## src/rtl/roi_pr_ctrl_if.sv

```systemverilog
// Host/ROI/config-engine signal bundle for the partial-reconfiguration controller.
// master: host side, ROI side and config engine (the environment).
// slave:  the controller itself.
interface roi_pr_ctrl_if #(
    parameter int unsigned DIN_N  = 8,
    parameter int unsigned DOUT_N = 8
);
    logic [DIN_N-1:0]  host_din;
    logic [DOUT_N-1:0] host_dout;
    logic [DIN_N-1:0]  roi_din;
    logic [DOUT_N-1:0] roi_dout;
    logic              pr_req;
    logic              pr_ack;
    logic              pr_done;
    logic              decoupled;
    logic              err;
    logic              err_clr;
    logic [7:0]        pr_count;

    modport master (
        output host_din, roi_dout, pr_req, pr_done, err_clr,
        input  host_dout, roi_din, pr_ack, decoupled, err, pr_count
    );

    modport slave (
        input  host_din, roi_dout, pr_req, pr_done, err_clr,
        output host_dout, roi_din, pr_ack, decoupled, err, pr_count
    );
endinterface

```

## src/rtl/roi_pr_ctrl.sv

```systemverilog
// Partial-reconfiguration controller: isolates a reconfigurable region (ROI) from the
// host, hands it to the config engine, and recouples it after a settle period.
// Optional feature: define ROI_PR_TIMEOUT_EN to enable the WAIT_CFG timeout and ERR state;
// without it err is tied low and WAIT_CFG waits indefinitely for pr_done.
module roi_pr_ctrl #(
    parameter int unsigned       DIN_N          = 8,
    parameter int unsigned       DOUT_N         = 8,
    parameter int unsigned       DRAIN_CYCLES   = 4,
    parameter int unsigned       SETTLE_CYCLES  = 16,
    parameter int unsigned       TIMEOUT_CYCLES = 1024,
    parameter logic [DOUT_N-1:0] SAFE_DOUT      = '0
) (
    input logic          clk,
    input logic          rst,
    roi_pr_ctrl_if.slave bus
);

    typedef enum logic [2:0] {StRun, StDrain, StWaitCfg, StErr, StSettle} state_e;

    // Counter reloads hold "cycles remaining minus one" so the exit happens when it hits 0.
    localparam logic [15:0] DrainLoad   = 16'(DRAIN_CYCLES - 1);
    localparam logic [15:0] SettleLoad  = 16'(SETTLE_CYCLES - 1);
    localparam logic [15:0] TimeoutLoad = 16'(TIMEOUT_CYCLES - 1);

    state_e            state_q, state_d;
    logic [15:0]       cnt_q, cnt_d;
    logic              inc_count;
    logic              err_d;
    logic [DIN_N-1:0]  roi_din_q;
    logic [DOUT_N-1:0] host_dout_q;
    logic              pr_ack_q;
    logic              decoupled_q;
    logic              err_q;
    logic [7:0]        pr_count_q;

    // Next-state, counter reload/decrement and transaction-complete strobe.
    always_comb begin
        state_d   = state_q;
        cnt_d     = cnt_q;
        inc_count = 1'b0;
        case (state_q)
            StRun: begin
                if (bus.pr_req) begin
                    state_d = StDrain;
                    cnt_d   = DrainLoad;
                end
            end
            StDrain: begin
                if (!bus.pr_req) begin
                    // Abort before the config engine was ever granted the ROI.
                    state_d = StSettle;
                    cnt_d   = SettleLoad;
                end else if (cnt_q == 16'd0) begin
                    state_d = StWaitCfg;
                    cnt_d   = TimeoutLoad;
                end else begin
                    cnt_d = cnt_q - 16'd1;
                end
            end
            StWaitCfg: begin
                if (bus.pr_done) begin
                    state_d   = StSettle;
                    cnt_d     = SettleLoad;
                    inc_count = 1'b1;
                end
`ifdef ROI_PR_TIMEOUT_EN
                else if (cnt_q == 16'd0) begin
                    state_d = StErr;
                    cnt_d   = 16'd0;
                end else begin
                    cnt_d = cnt_q - 16'd1;
                end
`endif
            end
            StErr: begin
                // A late load still counts; err stays until explicitly cleared.
                if (bus.pr_done) begin
                    state_d   = StSettle;
                    cnt_d     = SettleLoad;
                    inc_count = 1'b1;
                end
            end
            StSettle: begin
                if (cnt_q == 16'd0) begin
                    state_d = StRun;
                    cnt_d   = 16'd0;
                end else begin
                    cnt_d = cnt_q - 16'd1;
                end
            end
            default: begin
                state_d = StRun;
                cnt_d   = 16'd0;
            end
        endcase
    end

`ifdef ROI_PR_TIMEOUT_EN
    // Sticky error: a same-cycle set beats err_clr.
    always_comb begin
        err_d = (state_q == StWaitCfg && state_d == StErr) | (err_q & ~bus.err_clr);
    end
`else
    logic unused_err_clr;
    assign unused_err_clr = bus.err_clr;

    // Timeout feature absent: err never sets.
    always_comb begin
        err_d = 1'b0;
    end
`endif

    // State, counter and registered outputs; outputs are computed from the next state.
    always_ff @(posedge clk or posedge rst) begin
        if (rst) begin
            state_q     <= StRun;
            cnt_q       <= 16'd0;
            roi_din_q   <= '0;
            host_dout_q <= '0;
            pr_ack_q    <= 1'b0;
            decoupled_q <= 1'b0;
            err_q       <= 1'b0;
            pr_count_q  <= 8'd0;
        end else begin
            state_q <= state_d;
            cnt_q   <= cnt_d;
            // ROI input freezes at the last value sampled while coupled.
            if (state_q == StRun) begin
                roi_din_q <= bus.host_din;
            end
            host_dout_q <= (state_d == StRun) ? bus.roi_dout : SAFE_DOUT;
            pr_ack_q    <= (state_d == StWaitCfg);
            decoupled_q <= (state_d != StRun);
            err_q       <= err_d;
            if (inc_count) begin
                pr_count_q <= pr_count_q + 8'd1;
            end
        end
    end

    assign bus.roi_din   = roi_din_q;
    assign bus.host_dout = host_dout_q;
    assign bus.pr_ack    = pr_ack_q;
    assign bus.decoupled = decoupled_q;
    assign bus.err       = err_q;
    assign bus.pr_count  = pr_count_q;

endmodule

```

## src/flat_wrapper.sv

```systemverilog
// flat-port wrapper written by rule: the top's interface ports become plain ports
module roi_pr_ctrl_flat 
#(
    parameter int unsigned       DIN_N          = 8,
    parameter int unsigned       DOUT_N         = 8,
    parameter int unsigned       DRAIN_CYCLES   = 4,
    parameter int unsigned       SETTLE_CYCLES  = 16,
    parameter int unsigned       TIMEOUT_CYCLES = 1024,
    parameter logic [DOUT_N-1:0] SAFE_DOUT      = '0
)
  (clk, rst, bus_host_din, bus_roi_dout, bus_pr_req, bus_pr_done, bus_err_clr, bus_host_dout, bus_roi_din, bus_pr_ack, bus_decoupled, bus_err, bus_pr_count);
  roi_pr_ctrl_if #(.DIN_N(DIN_N), .DOUT_N(DOUT_N)) bus_i ();
  input logic clk;
  input logic rst;
  input wire logic [$bits(bus_i.host_din)-1:0] bus_host_din;
  input wire logic [$bits(bus_i.roi_dout)-1:0] bus_roi_dout;
  input wire logic [$bits(bus_i.pr_req)-1:0] bus_pr_req;
  input wire logic [$bits(bus_i.pr_done)-1:0] bus_pr_done;
  input wire logic [$bits(bus_i.err_clr)-1:0] bus_err_clr;
  output wire logic [$bits(bus_i.host_dout)-1:0] bus_host_dout;
  output wire logic [$bits(bus_i.roi_din)-1:0] bus_roi_din;
  output wire logic [$bits(bus_i.pr_ack)-1:0] bus_pr_ack;
  output wire logic [$bits(bus_i.decoupled)-1:0] bus_decoupled;
  output wire logic [$bits(bus_i.err)-1:0] bus_err;
  output wire logic [$bits(bus_i.pr_count)-1:0] bus_pr_count;
  assign bus_i.host_din = bus_host_din;
  assign bus_i.roi_dout = bus_roi_dout;
  assign bus_i.pr_req = bus_pr_req;
  assign bus_i.pr_done = bus_pr_done;
  assign bus_i.err_clr = bus_err_clr;
  assign bus_host_dout = bus_i.host_dout;
  assign bus_roi_din = bus_i.roi_din;
  assign bus_pr_ack = bus_i.pr_ack;
  assign bus_decoupled = bus_i.decoupled;
  assign bus_err = bus_i.err;
  assign bus_pr_count = bus_i.pr_count;
  roi_pr_ctrl #(.DIN_N(DIN_N), .DOUT_N(DOUT_N), .DRAIN_CYCLES(DRAIN_CYCLES), .SETTLE_CYCLES(SETTLE_CYCLES), .TIMEOUT_CYCLES(TIMEOUT_CYCLES), .SAFE_DOUT(SAFE_DOUT)) u_core (.clk(clk), .rst(rst), .bus(bus_i));
endmodule
```

## config.mk

```make
export PLATFORM = sky130hd
export DESIGN_NAME = roi_pr_ctrl_flat
export DESIGN_NICKNAME = d
export VERILOG_FILES = /design/src/rtl/roi_pr_ctrl_if.sv /design/src/rtl/roi_pr_ctrl.sv /design/src/flat_wrapper.sv
export SDC_FILE = /design/constraint.sdc
export NUM_CORES = 1
export LEC_CHECK = 0
export BUFFER_PORTS_ARGS = -buffer_cell sky130_fd_sc_hd__clkbuf_2
export CORE_ASPECT_RATIO = 1.5
export CORE_MARGIN = 10
export CORE_UTILIZATION = 36
export CTS_CLUSTER_DIAMETER = 50
export DETAILED_ROUTE_END_ITERATION = 7
export PLACE_DENSITY = 0.57
export SLEW_MARGIN = 25
export SYNTH_ARGS = -nofsm -noshare
export SYNTH_HDL_FRONTEND = slang
export SYNTH_SLANG_ARGS = --single-unit
```

## constraint.sdc

```tcl
create_clock -name clk -period 2.9 [get_ports clk]
set_clock_uncertainty 0.15 [all_clocks]
set_input_delay 0.145 -clock clk [delete_from_list [all_inputs] [get_ports clk]]
set_output_delay 0.145 -clock clk [all_outputs]
set_load 0.02 [all_outputs]
```

==> results.json <==
{
  "whs_endpoint": "u_core.state_q[1]$_DFF_PP0_",
  "reg2reg_from": "u_core.cnt_q[0]$_DFFE_PP0P_",
  "post-route-period-util": 0.788,
  "arrival_ns": 2.32,
  "nets": 289,
  "yosys.area.top_type_share": 0.509,
  "grt_setup_unrepaired": "no",
  "reg2regPathDepth": 7,
  "power_density_nw_per_um2": 987,
  "r2r-end": "u_core.cnt_q[8]$_DFFE_PP0P_",
  "cp.required_ns": 2.93,
  "dp_hpwl_um": 3620,
  "clk_latency_ns": 0.30,
  "antennaDiodeCount": 0,
  "post-cts-setup-buffers": 0,
  "synth_area_leaders": "dfrtp_1 (51%), mux2_2 (4.6%), xor2_1 (2.8%), nor2_1 (2.5%), xnor2_1 (2.4%)",
  "grt_max_degree": 26,
  "synth-seq-area-share": 0.509,
  "synth_edf_count": 0,
  "tightestPinTransition_ns": 0.732,
  "worstHoldPathType": "primary input to flop",
  "min_from": "bus_pr_done",
  "grt_pass1_vias": 1676,
  "synth_fp_nets": 226,
  "p_leak_nw": 1.33,
  "die_w_um": 84.0,
  "clk_pin_slew_ns": 0.09,
  "die_area_um2": 9750,
  "cts_resized": 0,
  "n_fill_cell": 542,
  "maxCapViolCount": 0,
  "crit_type": "flop to flop",
  "setup_violations": 0,
  "start_kind": "flop",
  "ctsHoldBuffers": 17,
  "max_freq_mhz": 438,
  "gp_congestion": 0.769,
  "clock_sinks": 45,
  "hold_viol": 0,
  "io_pins": 48,
  "drive_above_1_share": 0.288,
  "initial_utilization": 0.377,
  "numCtsBuffers": 5,
  "finalSetupTns_ns": 0,
  "synth.ff_latch_count": 45,
  "grt_first_pass_wirelength_um": 8350,
  "multi_input_comb_area_um2": 1020,
  "io_buffers": 45,
  "endpoint_kind": "flop",
  "period_needed_ns": 2.29,
  "synth_cell_type_count": 51,
  "r2r_setup_slack_ns": 0.61,
  "drv_slew": 0,
  "wire_per_inst_um": 14.6,
  "syn_avg_cell_area_um2": 10.9,
  "whs_ns": 0.0278,
  "cts.path.max_buffers": 2,
  "syn_area_um2": 2210,
  "core_um2": 5870,
  "postLayoutCellArea_um2": 2780,
  "synthArstFlopShare": 1.00,
  "vias_per_cell": 5.14,
  "antenna_left": 0,
  "fp.dieH_um": 116,
  "vias": 1743,
  "final_util": 0.474,
  "placed_cell_area_um2": 2490,
  "drc_errors": 0,
  "status": "finished clean",
  "clock-root-buffer": "clkbuf_8",
  "cts_htree_levels": 2,
  "yosysTopAreaCell": "dfrtp_1",
  "pre_cts_ws_ns": 0.638,
  "yosysWarnings": 0,
  "dr.pass1.iters": 4,
  "hold_path_depth": 3,
  "overflow": 0,
  "cts_tree": "yes",
  "ir_worst_vdd_mv": 0.432,
  "grtUsageTotal": 0.103,
  "maxSlewHeadroom": 0.509,
  "fin_ws_ns": 0.615,
  "worstPathMaxFanout": 7,
  "netlist_instances": 203,
  "initialDrtViolationCount": 88,
  "syn_to_final_growth_pct": 25.7,
  "routed_wl_um": 4960,
  "antenna_found_initial": 0,
  "rows": 34,
  "synthFlopType": "dfrtp_1",
  "seq_area_um2": 1130
}
## per-layer routing
metal	GRT usage	part of all wire	vias to the layer above
li1	-	-	859
met1	0.119	0.44	831
met2	0.171	0.49	43
met3	0.0330	0.057	10
met4	0.0448	0.017	0
met5	0	0	-
## stage by stage
step	std cells	power, mW
after floorplan	203	1.95
after global placement	314	2.24
after detailed placement	314	2.26
after CTS	339	2.78
after global routing	339	2.96
final	339	2.75
## synth_stat cells, types with 3 or more instances
cell type,count
a21o_1,6
a21oi_1,5
a31oi_1,5
and2_1,8
buf_2,3
dfrtp_1,45
inv_1,5
mux2_2,9
nand2_1,12
nand2b_1,4
nand3_1,8
nor2_1,15
nor3_1,8
nor3b_1,3
nor4_2,3
o21ai_0,7
xnor2_1,6
xor2_1,7
## cell usage in the layout (no fill, tap or decap), types with 3 or more instances in the layout
| cell | n |
|---|---|
| dlygate4sd3_1 | 17 |
| a31oi_1 | 5 |
| nor4_2 | 3 |
| and2_1 | 8 |
| nor2_1 | 15 |
| a21oi_1 | 5 |
| inv_1 | 4 |
| dfrtp_1 | 45 |
| nor3b_1 | 3 |
| mux2_2 | 9 |
| clkbuf_2 | 45 |
| nand3_1 | 8 |
| nand2b_1 | 4 |
| nand2_1 | 12 |
| a21o_1 | 6 |
| nor3_1 | 8 |
| xor2_1 | 7 |
| clkbuf_8 | 6 |
| o21ai_0 | 7 |
| xnor2_1 | 6 |
## flip-flops by register name, summed over array words and instances (netlist names)
signal	cells
u_core.cnt_q	16
u_core.bus.host_dout	8
u_core.bus.pr_count	8
u_core.bus.roi_din	8
u_core.state_q	3
u_core.bus.decoupled	1
u_core.bus.pr_ack	1
## kinds of logic (layout without fill, tap and decap cells)
family | count (synthesis) | after routing | synth area share
AND/OR/NAND/NOR | 84 | 84 | 0.236
flip-flops | 45 | 45 | 0.509
AO/OA/AOI/OAI | 36 | 36 | 0.113
XOR/XNOR | 13 | 13 | 0.0514
buffers and inverters | 13 | 77 | 0.0322
multiplexers | 9 | 9 | 0.0458
adder cells (fa/ha/maj) | 2 | 2 | 0.0113
other | 1 | 1 | 0.00169
## worst max-delay path, stage by stage, from the launching register on
cell	delay [ns]
dfrtp_1	0.44
inv_1	0.08
ha_1	0.20
nor4b_2	0.32
nand4_2	0.23
a21o_1	0.31
and3_1	0.19
a221o_1	0.25
## area by class of cell
cell class	count	area share
sequential	45	0.405
multi-input combinational	145	0.365
timing repair buffer	64	0.148
tap	72	0.0324
clock buffer	6	0.0297
clock inverter	2	0.0135
inverter	5	0.00675
## worst max-delay path by stage
stage                                     start                           to  slack [ns]  cells after the start
floorplan           u_core.cnt_q[0]$_DFFE_PP0P_  u_core.cnt_q[8]$_DFFE_PP0P_        0.84                      7
global placement    u_core.cnt_q[0]$_DFFE_PP0P_  u_core.cnt_q[8]$_DFFE_PP0P_        0.63                      7
detailed placement  u_core.cnt_q[0]$_DFFE_PP0P_  u_core.cnt_q[8]$_DFFE_PP0P_        0.64                      7
CTS                 u_core.cnt_q[0]$_DFFE_PP0P_  u_core.cnt_q[8]$_DFFE_PP0P_        0.62                      7
global route        u_core.cnt_q[1]$_DFFE_PP0P_  u_core.cnt_q[8]$_DFFE_PP0P_        0.38                      7
finish              u_core.cnt_q[0]$_DFFE_PP0P_  u_core.cnt_q[8]$_DFFE_PP0P_        0.61                      7
## power by group
part | total (mW) | internal, mW | switching (mW)
Clock | 0.496 | 0.280 | 0.216
Sequential | 1.05 | 0.828 | 0.225
Combinational | 1.20 | 0.517 | 0.681
Total | 2.75 | 1.63 | 1.12
Power figures use the tool's default switching activity.
